## src/rtl/alu_ctrl_pkg.sv

```systemverilog
// Shared definitions for the ALU sharing arbiter: function codes, FSM states, legality check.
// Latency: n/a (types and a pure function only).
// Backpressure: n/a.
package alu_ctrl_pkg;

    localparam int          SIG_W_PKG = 6;

    localparam logic [5:0]  ALU_AND = 6'b100100;  // 36
    localparam logic [5:0]  ALU_OR  = 6'b100101;  // 37
    localparam logic [5:0]  ALU_ADD = 6'b100000;  // 32
    localparam logic [5:0]  ALU_SUB = 6'b100010;  // 34
    localparam logic [5:0]  ALU_SLT = 6'b101010;  // 42

    typedef enum logic [1:0] {
        IDLE = 2'd0,   // no operation held
        EXEC = 2'd1,   // operands registered, ALU evaluating
        RESP = 2'd2    // result held for the owning requester
    } state_t;

    function automatic logic legal_sig(input logic [SIG_W_PKG-1:0] code);
        return (code == ALU_AND) || (code == ALU_OR)  || (code == ALU_ADD) ||
               (code == ALU_SUB) || (code == ALU_SLT);
    endfunction

endpackage

```

## src/rtl/rr_arb2.sv

```systemverilog
// Two-way round-robin grant: the requester that did not win last time wins a tie.
// Latency: purely combinational; the pointer is kept by the parent.
// Backpressure: no grant is produced while en is low.
//
// Ports: valid[1:0] requests, last = id of the previous winner, en = accept window,
//        grant_onehot[1:0] qualified grant, grant_id = chosen id (meaningful when a grant is raised).
module rr_arb2 (
    input  logic [1:0] valid,
    input  logic       last,
    input  logic       en,
    output logic [1:0] grant_onehot,
    output logic       grant_id
);

    always_comb begin
        grant_id     = 1'b0;
        grant_onehot = 2'b00;
        if (valid == 2'b11) begin
            grant_id = ~last;
        end else if (valid[1]) begin
            grant_id = 1'b1;
        end
        if (en && (valid != 2'b00)) begin
            grant_onehot = grant_id ? 2'b10 : 2'b01;
        end
    end

endmodule

```

## src/rtl/alu_share_arbiter.sv

```systemverilog
// Shares one combinational ALU between two requesters with round-robin arbitration.
// Latency: accept edge -> operands on alu_* -> next edge registers result and raises rspN_valid.
// Backpressure: a held result blocks new accepts until its owner asserts rspN_ready.
//
// Ports: reqN_valid/ready/a/b/signal request handshake per requester; rspN_valid/ready response
//        handshake per requester sharing rsp_data/rsp_err; alu_dataA/B/signal registered ALU
//        inputs, alu_dataOut ALU result; busy high whenever an operation is in flight or held.
module alu_share_arbiter
    import alu_ctrl_pkg::*;
#(
    parameter int WIDTH = 32,
    parameter int SIG_W = 6
) (
    input  logic             clk,
    input  logic             reset,
    input  logic             req0_valid,
    output logic             req0_ready,
    input  logic [WIDTH-1:0] req0_a,
    input  logic [WIDTH-1:0] req0_b,
    input  logic [SIG_W-1:0] req0_signal,
    input  logic             req1_valid,
    output logic             req1_ready,
    input  logic [WIDTH-1:0] req1_a,
    input  logic [WIDTH-1:0] req1_b,
    input  logic [SIG_W-1:0] req1_signal,
    output logic             rsp0_valid,
    output logic             rsp1_valid,
    input  logic             rsp0_ready,
    input  logic             rsp1_ready,
    output logic [WIDTH-1:0] rsp_data,
    output logic             rsp_err,
    output logic [WIDTH-1:0] alu_dataA,
    output logic [WIDTH-1:0] alu_dataB,
    output logic [SIG_W-1:0] alu_signal,
    input  logic [WIDTH-1:0] alu_dataOut,
    output logic             busy
);

    state_t state;
    logic   last;     // previous winner; reset to 1 so requester 0 wins the first tie
    logic   id;       // owner of the in-flight / held operation
    logic   err_r;    // illegal-code flag travelling alongside the operands

    logic       held_hs;
    logic       acc;
    logic [1:0] grant;
    logic       win_id;
    logic       accept;

    logic [WIDTH-1:0] win_a;
    logic [WIDTH-1:0] win_b;
    logic [SIG_W-1:0] win_sig;

    // A new request can be taken in the same cycle the held result is collected,
    // which is what gives one operation every two cycles under no backpressure.
    assign held_hs = (state == RESP) && (id ? rsp1_ready : rsp0_ready);
    assign acc     = (state == IDLE) || held_hs;

    rr_arb2 u_arb (
        .valid        ({req1_valid, req0_valid}),
        .last         (last),
        .en           (acc),
        .grant_onehot (grant),
        .grant_id     (win_id)
    );

    assign req0_ready = grant[0];
    assign req1_ready = grant[1];
    assign accept     = |grant;

    assign win_a   = win_id ? req1_a      : req0_a;
    assign win_b   = win_id ? req1_b      : req0_b;
    assign win_sig = win_id ? req1_signal : req0_signal;

    assign busy = (state != IDLE);

    always_ff @(posedge clk or posedge reset) begin
        if (reset) begin
            state      <= IDLE;
            last       <= 1'b1;
            id         <= 1'b0;
            err_r      <= 1'b0;
            rsp0_valid <= 1'b0;
            rsp1_valid <= 1'b0;
            rsp_data   <= '0;
            rsp_err    <= 1'b0;
            alu_dataA  <= '0;
            alu_dataB  <= '0;
            alu_signal <= '0;
        end else begin
            case (state)
                EXEC: begin
                    rsp_data   <= alu_dataOut;
                    rsp_err    <= err_r;
                    rsp0_valid <= ~id;
                    rsp1_valid <= id;
                    state      <= RESP;
                end
                RESP: begin
                    if (held_hs) begin
                        rsp0_valid <= 1'b0;
                        rsp1_valid <= 1'b0;
                        state      <= accept ? EXEC : IDLE;
                    end
                end
                default: begin
                    if (accept) begin
                        state <= EXEC;
                    end
                end
            endcase

            // Operand capture; alu_* otherwise hold their last value.
            if (accept) begin
                alu_dataA  <= win_a;
                alu_dataB  <= win_b;
                alu_signal <= win_sig;
                id         <= win_id;
                last       <= win_id;
                err_r      <= ~legal_sig(win_sig);
            end
        end
    end

endmodule

```

## config.mk

```make
export PLATFORM = sky130hd
export DESIGN_NAME = alu_share_arbiter
export DESIGN_NICKNAME = d
export VERILOG_FILES = /design/src/rtl/alu_ctrl_pkg.sv /design/src/rtl/rr_arb2.sv /design/src/rtl/alu_share_arbiter.sv
export SDC_FILE = /design/constraint.sdc
export NUM_CORES = 1
export LEC_CHECK = 0
export CORE_ASPECT_RATIO = 0.6
export CORE_MARGIN = 4
export CORE_UTILIZATION = 38
export CTS_CLUSTER_SIZE = 14
export DETAILED_ROUTE_END_ITERATION = 10
export GPL_ROUTABILITY_DRIVEN = 0
export PLACE_DENSITY_LB_ADDON = 0.25
export SYNTH_ARGS = -nofsm -noshare
export SYNTH_HDL_FRONTEND = slang
export SYNTH_SLANG_ARGS = --single-unit
```

## constraint.sdc

```tcl
create_clock -name clk -period 4.9 [get_ports clk]
set_input_delay 0.98 -clock clk [delete_from_list [all_inputs] [get_ports clk]]
set_output_delay 0.98 -clock clk [all_outputs]
set_load 0.005 [all_outputs]
```

After elaboration in Yosys (flattened, before gate mapping)
Index checks and enable logic that the tools add are counted.
- flip-flop bits (word level): 110
- input port bits: 178
- word-level logic and storage cells: 53
- equality and inequality tests: 9
- mux-type cells: 15
- bitwise logic cells: 3
- reduce and logical (&&, ||, !) cells: 15
- operator list (kind ; number):
    $mux 32 ; 2
    $eq 6x6->1 const B ; 5
    $mux 2 ; 4
    $mux 6 ; 1
    $reduce_bool 2->1 ; 3
    $logic_or 1x1->1 ; 5
    $mux 1 ; 5
    $eq 2x2->1 const B ; 2
    $pmux 1 s2 ; 2
    $pmux 2 s2 ; 1
    $reduce_and 2->1 ; 2
    $not 1->1 ; 3
    $reduce_bool 3->1 ; 1
    $eq 2x1->1 const B ; 1
    $logic_and 1x1->1 ; 2
    $logic_not 2->1 ; 1
    $ne 2x2->1 const B ; 1
    $reduce_or 2->1 ; 1

Longest topological paths before layout
- depth after elaboration: 9
- depth in mapped cells: 6
- gate-level depth less buffers: 4

Hierarchy
From an unflattened synthesis, not the netlist that was laid out.
- cells, all modules: 495
- area, all modules: 5161.2 um2
- by module, submodules not included (module ; times used ; cells an instance ; area each (um2) ; seq. area each (um2)):
    alu_share_arbiter ; 1 ; 490 ; 5131.2 ; 2753.9
    rr_arb2 ; 1 ; 5 ; 30.0 ; 0.0

Worst setup path after synthesis
OpenSTA, ideal clock, no wires.
- kind: input to output
- start: input port rsp1_ready
- end: output port req1_ready
- data arrival time: 1.767 ns
- required time: 3.920 ns
- setup slack: 2.153 ns
- stages on the path: 5
- path through: nand2_1 a311oi_2 buf_6 buf_6 and2_1
- word-level cells in the longest chain between the ends: 5
- ends and longest elaborated chain (what ; line ; text):
    start, declared ; alu_share_arbiter.sv:29 ; input logic rsp1_ready,
    $mux 1 ; alu_share_arbiter.sv:56 ; assign held_hs = (state == RESP) && (id ? rsp1_ready : rsp0_ready);
    $logic_and 1x1->1 ; alu_share_arbiter.sv:56 ;
    $logic_or 1x1->1 ; alu_share_arbiter.sv:57 ; assign acc = (state == IDLE) || held_hs;
    $logic_and 1x1->1 ; rr_arb2.sv:23 ; if (en && (valid != 2'b00)) begin
    $mux 2 ; rr_arb2.sv:23 ;
    end, declared ; alu_share_arbiter.sv:22 ; output logic req1_ready,
Every way passes these cells.

Worst setup path after layout
- start: input port rsp0_ready
- end: output port req0_ready
- word-level cells in the longest chain between the ends: 5
- ends and longest elaborated chain (what ; line ; text):
    start, declared ; alu_share_arbiter.sv:28 ; input logic rsp0_ready,
    $mux 1 ; alu_share_arbiter.sv:56 ;
    $logic_and 1x1->1 ; alu_share_arbiter.sv:56 ;
    $logic_or 1x1->1 ; alu_share_arbiter.sv:57 ;
    $logic_and 1x1->1 ; rr_arb2.sv:23 ;
    $mux 2 ; rr_arb2.sv:23 ;
    end, declared ; alu_share_arbiter.sv:17 ; output logic req0_ready,
Every way passes these cells.

==> impl_metrics.json <==
{
  "endpoint_kind": "primary output",
  "grt.total_usage_pct": 19.3,
  "first_pass_iters": 4,
  "syn_inst": 417,
  "synth_cell_types": 27,
  "ys_warn_count": 0,
  "ys_top_cells_by_area": "dfrtp_1 (55%), mux2i_1 (14%), mux2_2 (8.0%), a21oi_1 (7.3%), nor2_1 (5.6%)",
  "placed_cell_area_sq_um": 7800,
  "cpMostUsedCell": "clkdlybuf4s50_1",
  "n_fill_cell": 980,
  "r2r_start": "id$_DFFE_PP0P_",
  "hold_violations": 0,
  "cts_buffers": 9,
  "globalRouteOverflowTotal": 0,
  "ir_worst_vdd_mv": 0.274,
  "postSynthAreaPerCell_sq_um": 11.8,
  "drv_slew": 0,
  "relSlewSlack_pct": 30.8,
  "clock_path_buffers": 2,
  "synth_top_family_by_area": "multiplexers",
  "final_layout_size_suffix_gt1_share_pct": 8.93,
  "leakage_uw": 0.00330,
  "cp_cell_sequence": "clkdlybuf4s50_1 -> nand2b_1 -> a31oi_1 -> inv_1 -> nor3_1 -> clkdlybuf4s50_1",
  "dp_hpwl_um": 11800,
  "cts_tree": "done",
  "grt-busiest-layer": "met2",
  "die_h_um": 96.3,
  "crit_type": "in2out",
  "synthSimpleGateAreaFrac_pct": 7.05,
  "clock-sinks": 110,
  "seq_area_sq_um": 2750,
  "hold_path_class": "reg2reg",
  "synth_fa_ha_area_share_pct": 0,
  "cts_resized": 0,
  "finalCritPeriodShare_pct": 75.9,
  "synth.top_cell.area_share_pct": 55.3,
  "max_freq_mhz": 269,
  "drt_iter0_markers": 172,
  "grt_pass1_wl_um": 22500,
  "worstHoldStart": "rsp_data[30]$_DFFE_PP0P_",
  "fin_crit_ps": 3720,
  "use_met3_pct": 6.78,
  "max_slew.worst_pin.slew_ps": 1040,
  "p_per_area_nw_per_um2": 551,
  "multi_input_area_sq_um": 1940,
  "timing.max_cap.violations": 0,
  "clk_latency_ps": 340,
  "viasPerCell": 4.82,
  "antenna_found_initial": 0,
  "yosysSeqAreaShare_pct": 55.8,
  "syn-cell-area_sq_um": 4940,
  "root_buffer": "clkbuf_16",
  "cts_setup_buffers": 0,
  "rsz0062_at_grt": "false",
  "initial_core_util_pct": 39.9,
  "cp-start-kind": "input pin",
  "grt_max_degree": 93,
  "rrSetupSlack_ps": 2180,
  "hold_path_end": "rsp_data[30]$_DFFE_PP0P_",
  "required_ps": 3920,
  "critPathSlowestCell": "clkdlybuf4s50_1",
  "grtUsageMet1_pct": 22.7,
  "core_area_sq_um": 12400,
  "slowest_delay_ps": 540,
  "ys_seq_elements": 110,
  "drt.antenna.violating_nets": 0,
  "area_growth_pct": 63.7,
  "synth_compound_area_share_pct": 9.33,
  "muxShareOfSynthArea_pct": 22.4,
  "nNetsFinal": 867,
  "die_area_sq_um": 14900,
  "io_buffers": 285,
  "grtUsageMet2_pct": 34.4,
  "fin_area_sq_um": 8080,
  "drc": 0,
  "diodes": 0,
  "reg2reg_to": "id$_DFFE_PP0P_",
  "cts_hold_buf": 0,
  "outcome": "completed",
  "totalPowerFinal_uw": 4450,
  "ios": 286,
  "wl_per_cell_um": 17.6,
  "synth_nets": 595,
  "cts_max_level": 3,
  "critPathMaxFanout": 3,
  "path_clk_slew_ps": 60,
  "synth_xor_xnor_area_share_pct": 0,
  "tns_ps": 0,
  "fp-row-count": 31,
  "setup_viol": 0,
  "yosysTopAreaCell": "dfrtp_1",
  "dieWidth_um": 155,
  "hold_path_depth": 1,
  "vias": 4141,
  "reg2regPathDepth": 5,
  "wirelength_um": 15100,
  "skew_ps": 6.01,
  "critPathArrivalTime_ps": 2740,
  "grt_pass1_vias": 4272
}
[per-layer routing]
layer	vias up	share of wire (%)	routed length (um)
met5	-	0	0
met4	0	1.1	170
li1	1991	-	-
met2	165	50	7610
met3	14	8.5	1290
met1	1971	40	6040
[metrics by stage]
stage	hold slack (ps)	util (%)	std cells	setup slack, ps
after floorplan	479	-	417	1020
after global routing	514	65.3	859	1080
after detailed placement	495	63.1	843	1150
after CTS	510	65.3	859	1200
final	505	65.3	859	1180
after global placement	488	63.1	843	1210
[state kept, by name (all words and copies together), names as in the netlist, 2 cells and up]
name and flops:
alu_signal 6, alu_dataB 32, state 2, rsp_data 32, alu_dataA 32
[cell usage after synthesis (all sizes together)]
cell type,instances
a311oi,1
nor2,74
a21o,2
a21oi,72
nand4b,2
o221ai,1
inv,3
mux2,35
buf,27
clkbuf,2
or2,1
nor3,1
a21boi,1
nand2b,3
mux2i,71
nand2,1
a221oi,1
a31oi,2
dfstp,1
dfrtp,109
nor2b,2
and2,1
o21ai,3
a211oi,1
[cell families (layout without fill, tap and decap cells)]
kind of cell | Yosys count | count (layout)
muxes | 106 | 106
AOI/OAI and AO/OA | 84 | 84
and+or+nand+nor | 85 | 85
buffers and inverters | 32 | 309
DFF | 110 | 110
[cells in the final DEF (no fill, tap or decap), types with 3 or more instances in the layout]
master	n
a21oi_1	72
buf_4	5
clkbuf_16	9
clkdlybuf4s50_1	285
dfrtp_1	109
mux2_2	35
mux2i_1	71
nand2b_1	3
nor2_1	74
o21ai_0	3
[critical path, delay by kind of cell]
kind | cells | cell delay (ps)
AOI/OAI and AO/OA | 1 | 310
buffers and inverters | 3 | 1120
and+or+nand+nor | 2 | 330
[report_power, final]
part           internal (uW)  switching [uW]  total (uW)
Sequential              1370             265        1630
Clock                    349             331         681
Combinational           1290             851        2140
Total                   3010            1450        4450
[worst max path at each step]
stage	slack, ps	from	end
2_1_floorplan	1020	reset	alu_dataA[0]$_DFFE_PP0P_
3_3_place_gp	1210	rsp0_ready	req0_ready
3_5_place_dp	1150	req0_valid	id$_DFFE_PP0P_
4_1_cts	1200	rsp0_ready	req0_ready
5_1_grt	1080	rsp0_ready	req0_ready
6_report	1180	rsp0_ready	req0_ready
[area by class of cell]
| type | instances | area share, % |
|---|---|---|
| tap | 165 | 2.56 |
| timing repair buffer | 290 | 35.8 |
| multi-input combinational | 275 | 24.0 |
| clock buffer | 10 | 2.83 |
| sequential | 110 | 34.1 |
| clock inverter | 6 | 0.558 |
| inverter | 3 | 0.170 |
Note: power is estimated with default switching activity, not from simulation.
